File: src/rtl/servo_input_decoder.sv
// Servo pulse receiver: measures the high time of a ~50 Hz servo pulse train,
// validates it and maps it back to a 0..TIMER_MAX value with lock/loss status.
module servo_input_decoder #(
    parameter int MIN_PULSE_CYCLES = 700,
    parameter int MAX_PULSE_CYCLES = 2300,
    parameter int TIMER_MAX        = 60,
    parameter int TOL_CYCLES       = 100,
    parameter int TIMEOUT_CYCLES   = 25000,
    parameter int LOCK_COUNT       = 3
) (
    input  logic        clk_1mhz,
    input  logic        rst_n,
    input  logic        pwm_in,
    output logic [6:0]  timer_out,
    output logic [12:0] pulse_width,
    output logic        timer_valid,
    output logic        err_pulse,
    output logic        locked,
    output logic        signal_lost
);

    localparam int TW    = $clog2(TIMEOUT_CYCLES + 1);
    localparam int GW    = $clog2(LOCK_COUNT + 1);
    localparam int RANGE = MAX_PULSE_CYCLES - MIN_PULSE_CYCLES;

    localparam logic [12:0]   W_MIN     = 13'(MIN_PULSE_CYCLES);
    localparam logic [12:0]   W_MAX     = 13'(MAX_PULSE_CYCLES);
    localparam logic [12:0]   W_LO      = 13'(MIN_PULSE_CYCLES - TOL_CYCLES);
    localparam logic [12:0]   W_HI      = 13'(MAX_PULSE_CYCLES + TOL_CYCLES);
    localparam logic [TW-1:0] TO_MAX    = TW'(TIMEOUT_CYCLES);
    localparam logic [TW-1:0] TO_LAST   = TW'(TIMEOUT_CYCLES - 1);
    localparam logic [GW-1:0] GOOD_MAX  = GW'(LOCK_COUNT);
    localparam logic [GW-1:0] GOOD_LAST = GW'(LOCK_COUNT - 1);

    typedef enum logic [1:0] {S_ARM, S_WAIT_RISE, S_HIGH, S_EVAL} state_t;

    state_t        r_state, w_nextState;
    logic          r_sync1, r_sync2, r_prev;
    logic [1:0]    r_fill;
    logic [12:0]   r_widthCnt;
    logic [TW-1:0] r_toCnt;
    logic [GW-1:0] r_goodCnt;
    logic [6:0]    r_timer;
    logic [12:0]   r_width;
    logic          r_valid, r_err, r_locked, r_lost;

    logic          w_rise, w_fall, w_start, w_inc, w_overErr, w_eval;
    logic          w_accept, w_reject, w_toReach;
    logic [12:0]   w_clamped;
    logic [16:0]   w_scaled;
    logic [6:0]    w_timer;

    assign w_rise    = r_sync2 & ~r_prev;
    assign w_fall    = ~r_sync2 & r_prev;
    assign w_accept  = w_eval && (r_widthCnt >= W_LO) && (r_widthCnt <= W_HI);
    assign w_reject  = w_eval && !w_accept;
    assign w_toReach = !w_rise && (r_toCnt == TO_LAST);

    // Clamp then scale with round-to-nearest so every generator width maps back exactly
    assign w_clamped = (r_widthCnt < W_MIN) ? W_MIN : (r_widthCnt > W_MAX) ? W_MAX : r_widthCnt;
    assign w_scaled  = 17'(w_clamped - W_MIN) * 17'(TIMER_MAX) + 17'(RANGE / 2);
    assign w_timer   = 7'(w_scaled / 17'(RANGE));

    always_ff @(posedge clk_1mhz or negedge rst_n) begin
        if (!rst_n) r_state <= S_ARM;
        else        r_state <= w_nextState;
    end

    // The sync flops leave reset at 0, so S_ARM waits until they hold real samples
    always_comb begin
        w_nextState = r_state;
        w_start     = 1'b0;
        w_inc       = 1'b0;
        w_overErr   = 1'b0;
        w_eval      = 1'b0;
        unique case (r_state)
            S_ARM: begin
                if (r_fill[1] && !r_sync2) w_nextState = S_WAIT_RISE;
            end
            S_WAIT_RISE: begin
                if (w_rise) begin
                    w_start     = 1'b1;
                    w_nextState = S_HIGH;
                end
            end
            S_HIGH: begin
                if (w_fall) begin
                    w_nextState = S_EVAL;
                end else if (r_sync2) begin
                    if (r_widthCnt == W_HI) begin
                        w_overErr   = 1'b1;
                        w_nextState = S_ARM;
                    end else begin
                        w_inc = 1'b1;
                    end
                end
            end
            S_EVAL: begin
                w_eval      = 1'b1;
                w_nextState = S_WAIT_RISE;
            end
            default: w_nextState = S_ARM;
        endcase
    end

    always_ff @(posedge clk_1mhz or negedge rst_n) begin
        if (!rst_n) begin
            r_sync1    <= 1'b0;
            r_sync2    <= 1'b0;
            r_prev     <= 1'b0;
            r_fill     <= 2'b00;
            r_widthCnt <= '0;
            r_toCnt    <= '0;
            r_goodCnt  <= '0;
            r_timer    <= '0;
            r_width    <= '0;
            r_valid    <= 1'b0;
            r_err      <= 1'b0;
            r_locked   <= 1'b0;
            r_lost     <= 1'b0;
        end else begin
            r_sync1 <= pwm_in;
            r_sync2 <= r_sync1;
            r_prev  <= r_sync2;
            r_fill  <= {r_fill[0], 1'b1};
            r_valid <= 1'b0;
            r_err   <= 1'b0;

            if (w_start)    r_widthCnt <= 13'd1;
            else if (w_inc) r_widthCnt <= r_widthCnt + 13'd1;

            if (w_rise)                 r_toCnt <= '0;
            else if (r_toCnt != TO_MAX) r_toCnt <= r_toCnt + 1'b1;

            if (w_toReach) begin
                r_lost    <= 1'b1;
                r_locked  <= 1'b0;
                r_goodCnt <= '0;
            end

            if (w_overErr || w_reject) begin
                r_err     <= 1'b1;
                r_goodCnt <= '0;
                r_locked  <= 1'b0;
            end

            // Acceptance comes last so it overrides a timeout in the same cycle
            if (w_accept) begin
                r_timer <= w_timer;
                r_width <= r_widthCnt;
                r_valid <= 1'b1;
                r_lost  <= 1'b0;
                if (r_goodCnt != GOOD_MAX) r_goodCnt <= r_goodCnt + 1'b1;
                if (r_goodCnt >= GOOD_LAST) r_locked <= 1'b1;
            end
        end
    end

    assign timer_out   = r_timer;
    assign pulse_width = r_width;
    assign timer_valid = r_valid;
    assign err_pulse   = r_err;
    assign locked      = r_locked;
    assign signal_lost = r_lost;

endmodule

File: config.mk
export PLATFORM = sky130hd
export DESIGN_NAME = servo_input_decoder
export DESIGN_NICKNAME = d
export VERILOG_FILES = /design/src/rtl/servo_input_decoder.sv
export SDC_FILE = /design/constraint.sdc
export NUM_CORES = 1
export LEC_CHECK = 0
export ABC_AREA = 1
export CAP_MARGIN = 30
export CORE_AREA = 4 4 105 107
export DETAILED_ROUTE_END_ITERATION = 16
export DIE_AREA = 0 0 109 111
export PLACE_DENSITY = 0.84
export SYNTH_ARGS = -nofsm -noshare
export SYNTH_HDL_FRONTEND = slang
export SYNTH_SLANG_ARGS = --single-unit
File: constraint.sdc
create_clock -name clk_1mhz -period 13 [get_ports clk_1mhz]
set_input_delay 1.95 -clock clk_1mhz [delete_from_list [all_inputs] [get_ports clk_1mhz]]
set_output_delay 1.95 -clock clk_1mhz [all_outputs]
set_load 0.005 [all_outputs]
# Word-level counts from Yosys, hierarchy flattened
# Cells that the tools add are included.
# word_totals
in_bits,3
out_inout_bits,24
word_cells,90
ff_bits,61
# classes
n_div,1
magnitude_cmp,5
bitwise_logic,4
n_mux,35
multipliers,1
reduce_logical,14
n_addsub,5
n_eq_ne,11
# op_table
op,n
$mux 13,4
$mux 15,2
$mux 1,19
$mux 2,9
$add 17x10->17 const B,1
$div 17x11->17 const B,1
$mul 17x4->15 const B,1
$add 15x1->15 const B,1
$eq 15x15->1 const B,1
$ne 15x15->1 const B,1
$sub 13x10->14 const B,1
$add 13x1->13 const B,1
$eq 13x12->1 const B,1
$ge 13x10->1 const B,1
$gt 13x12->1 const B,1
$le 13x12->1 const B,1
$lt 13x10->1 const B,1
$pmux 2 s4,1
$ne 2x2->1 const B,3
$ne 3x3->1 const B,2
$reduce_bool 2->1,3
$logic_and 1x1->1,5
$eq 2x2->1 const B,2
$reduce_and 4->1,1
other kinds (8),12

# Logic depth before layout (Yosys ltp)
# logic_depth
ltp_word,10
mapped_depth,69
ltp_nobuf,69

# Worst setup path before layout
# Ideal clock, no wire load.
# synth_timing
kind,register to register
startpoint,reg r_widthCnt[3]
endpoint,"reg r_timer[0], in the netlist timer_out[0]"
stages_incl_launch_ff,59
required_ps,12887
t_arrival_ps,7393
path_buffers,1
slack_ps,5494
setup_ps,113
period_less_slack_ps,7506
cell_sequence,dfrtp_1 nand2_1 nor2_1 nand2_1 a311o_1 nand2_1 clkinv_1 nor3_1 inv_1 ha_1 nand2_1 nor2_1 o21a_1 xor2_1 xor2_1 inv_1 ha_1 inv_1 [... 23 more ...] nand2_2 nand4_2 nand3_2 nand2_4 nand2_2 nand4_2 nand2_4 nand2_4 nand2_2 nand2_2 nor2_1 nand2_1 nand2_1 nor2_1 nor2_1 nand3_1 nand2_1 inv_1
# synth_between
elab_chain_cells,7
elab_cells_between_ends,12
classes_between,2 x add/sub; 1 x mul; 1 x div; 4 x order compare; 2 x mux; 2 x reduce/logical
# synth_lines
element,line_no,source
from (decl),40,logic [12:0] r_widthCnt;
from (signal assigned),130,else if (w_inc) r_widthCnt <= r_widthCnt + 13'd1;
$gt 13x12->1,60,assign w_clamped = (r_widthCnt < W_MIN) ? W_MIN : (r_widthCnt > W_MAX) ? W_MAX : r_widthCnt;
$mux 13 (2 in series),60,
$sub 13x10->14,61,assign w_scaled = 17'(w_clamped - W_MIN) * 17'(TIMER_MAX) + 17'(RANGE / 2);
$mul 17x4->15,61,
$add 17x10->17,61,
$div 17x11->17,62,assign w_timer = 7'(w_scaled / 17'(RANGE));
to (signal assigned),149,r_timer <= w_timer;
to (decl),43,logic [6:0] r_timer;
# Several ways; a longest one is shown, not always the timed one.
# A chain may end at the register's enable or synchronous reset.

# Final worst setup path
# Ends and elaborated chain as after synthesis.

==> run_results.csv <==
group,metric,value,unit
status,status,"finished, final reports clean",
logic_synthesis,ys.warnings.count,0,
timing,relSlewSlack,0.5077,
logic_synthesis,yosysTopAreaCell,"dfrtp_1",
logic_synthesis,synth_cell_types,52,
timing,fin_setup_tns,0,ns
logic_synthesis,ys_seq_elements,61,
logic_synthesis,ys_top_cells_by_area,"dfrtp_1 25%, nand2_1 11%, inv_1 9.5%",
floorplanning,core_area,10140,um^2
logic_synthesis,synth_area_per_cell,6.973,um^2
timing,setup_viol,0,
pwr,leakagePower,3.411,nW
min_path,hold_path.class,"flop to flop",
logic_synthesis,synth_top_area_frac,0.2549,
timing,fin_crit,8.417,ns
placement,io_buffer_count,26,
pwr,clkPwrFrac,0.257,
logic_synthesis,synth-edff-count,0,
drt,totalWireLength,11.65,mm
layout,drive_above_1_share,0.1301,
critical_path,cpMaxStageDelayCell,"fa_1",
timing,rsz0062_at_grt,"false",
layout,finalNonFillerCells,1035,
timing,finalWorstSetupSlack,4.583,ns
layout,layout_commonest_cell,"nand2_1",
layout,num-fill-cells,873,
layout,design_area,6565,um^2
layout,final_core_util,0.6475,
cts,tritoncts.num_buffers,9,
logic_synthesis,synthesis.area,5989,um^2
cts,clock_latency,0.34,ns
critical_path,critical-path-max-stage-delay,0.53,ns
critical_path,r2r_slack,4.58,ns
critical_path,crit_fanout,10,
placement,pre_cts_slack,4.622,ns
cts,cts.htree.levels,3,
grt,antenna_found_initial,0,
critical_path,cp.required,13.23,ns
timing,final-hold-violation-count,0,
drt,via_count,5247,
pwr,p_switching,0.2079,mW
layout,multiInputGateArea,3770,um^2
pwr,ir_worst_vdd,0.07059,mV
drt,viasPerCell,5.070,
timing,clock.fmax,0.1188,GHz
drt,drt-pass1-iter-count,4,
cts,cts_setup_buffers,0,
floorplanning,die_area,12100,um^2
floorplanning,rows,37,
placement,dp_hpwl,9.498,mm
timing,worst_pin_slew,0.7385,ns
pwr,internal-power,0.3340,mW
grt,grt_usage,0.2075,
cts,cts-root-buf,"clkbuf_8",
pwr,finalPower,0.5420,mW
floorplanning,pin_count,27,
floorplanning,die_h,111,um
drt,drc,0,
grt,grt_pass1_wl,21.17,mm
pwr,p_per_area,82.56,nW/um^2
grt,grt_overflow_total,0,
layout,nNetsFinal,944,
logic_synthesis,synth_cells,859,
placement,place.gp.congestion,0.9209,
grt,grt_max_degree,62,
pwr,sequentialPowerShare,0.390,
critical_path,cp_data_arrival_time,8.65,ns
drt,drtAntennaViolNets,0,
critical_path,endpoint_kind,"flop",
logic_synthesis,ys_seq_area_frac,0.2549,
cts,clockBufferDepth,2,
cts,path_clk_slew,0.06,ns
timing,hold_slack,0.3452,ns
layout,final_cell_mix,"182 x nand2_1, 151 x inv_1, 61 x dfrtp_1",
job,cap_violations,0,
cts,cts_tree,"built",
floorplanning,initial_core_util,0.5908,
critical_path,crit_type,"flop to flop",
layout,seqCellArea,1526,um^2
logic_synthesis,yosys_most_used_dff,"dfrtp_1",
layout,syn_to_final_growth,9.609,%
layout,antenna_cells,0,
pwr,p_comb_frac,0.353,
cts,cts-hold-fix-buffers,0,
floorplanning,die_w,109,um
timing,clock_skew,0.006628,ns
cts,cts.sinks,61,
critical_path,cpMostUsedCell,"nand2_1",
drt,drtIter0Drc,249,
timing,period_share,0.6475,
critical_path,start_kind,"flop",
placement,place_area,6406,um^2
placement,dp_cells,1019,
pwr,swShare,0.3837,
grt,grt_pass1_vias,5018,
timing,maxSlewViolCount,0,
drt,wl_per_cell,11.25,um
logic_synthesis,synthArstFlopShare,1.000,
cts,cts_resized,0,
-- logic make-up (layout without fill, tap and decap cells) --
kind of cell / after synthesis / count (layout) / share of synthesized area
other cells: 2 / 5 / 0.001254
compound gates: 108 / 108 / 0.1028
buf+inv: 183 / 220 / 0.1176
fa+ha+maj: 48 / 48 / 0.1174
xor+xnor: 27 / 27 / 0.04575
flops: 61 / 61 / 0.2549
simple gates: 430 / 430 / 0.3604
-- Yosys cell counts (all sizes together), types with 5 or more instances --
| cell | number |
|---|---|
| o21ai | 49 |
| nand3b | 5 |
| fa | 14 |
| xor2 | 21 |
| nand4 | 25 |
| a31oi | 9 |
| nand3 | 70 |
| inv | 173 |
| nor2 | 66 |
| a21oi | 31 |
| clkbuf | 6 |
| nor3 | 24 |
| xnor2 | 6 |
| dfrtp | 61 |
| nand2 | 226 |
| or2 | 5 |
| ha | 33 |
-- power by group through the flow --
| stage | Clock, mW | Sequential (mW) | Combinational, mW |
|---|---|---|---|
| floorplan | 0 | 0.213 | 0.155 |
| global placement | 0 | 0.214 | 0.187 |
| detailed placement | 0 | 0.215 | 0.190 |
| CTS | 0.141 | 0.211 | 0.192 |
| global route | 0.149 | 0.213 | 0.222 |
| finish | 0.139 | 0.212 | 0.191 |
-- per-layer routing --
metal	vias up	wire, um	global-route usage
li1	2816	-	-
met1	2349	5567	0.2820
met2	75	5569	0.3477
met3	7	427	0.03203
met4	0	82	0.04293
met5	-	0	0
-- flip-flops by register name (all words and copies together) (netlist names) --
name	flops
r_toCnt	15
pulse_width	13
r_widthCnt	13
timer_out	7
r_fill	2
r_goodCnt	2
r_state	2
err_pulse	1
locked	1
r_prev	1
r_sync1	1
r_sync2	1
signal_lost	1
timer_valid	1
-- worst paths after layout --
check                               from            to  cells past startpoint
min reg2reg                      r_sync1       r_sync2                      0
min                              r_sync1       r_sync2                      0
max reg2reg                r_widthCnt[3]  timer_out[0]                     59
min in group asynchronous          rst_n    r_toCnt[1]                      2
max in group asynchronous          rst_n  r_goodCnt[0]                      2
max                        r_widthCnt[3]  timer_out[0]                     59
-- worst max-delay path: cells and delay by family (launching register included) --
kind	cells	cell delay, ns
xor gates and xnor gates	3	0.85
buffers and inverters	8	0.73
adders and majority gates	4	1.41
and+or+nand+nor	40	3.99
AOI/OAI and AO/OA	4	0.89
DFF	1	0.43
-- cell type report --
cell class | instances | share of cell area
Timing Repair Buffer | 28 | 0.04117
Sequential cell | 61 | 0.2325
Multi-Input combinational cell | 618 | 0.5742
Inverter | 176 | 0.1020
Clock inverter | 5 | 0.004193
Clock buffer | 11 | 0.02001
Tap cell | 136 | 0.02592
Note: power is estimated with default switching activity, not from simulation.
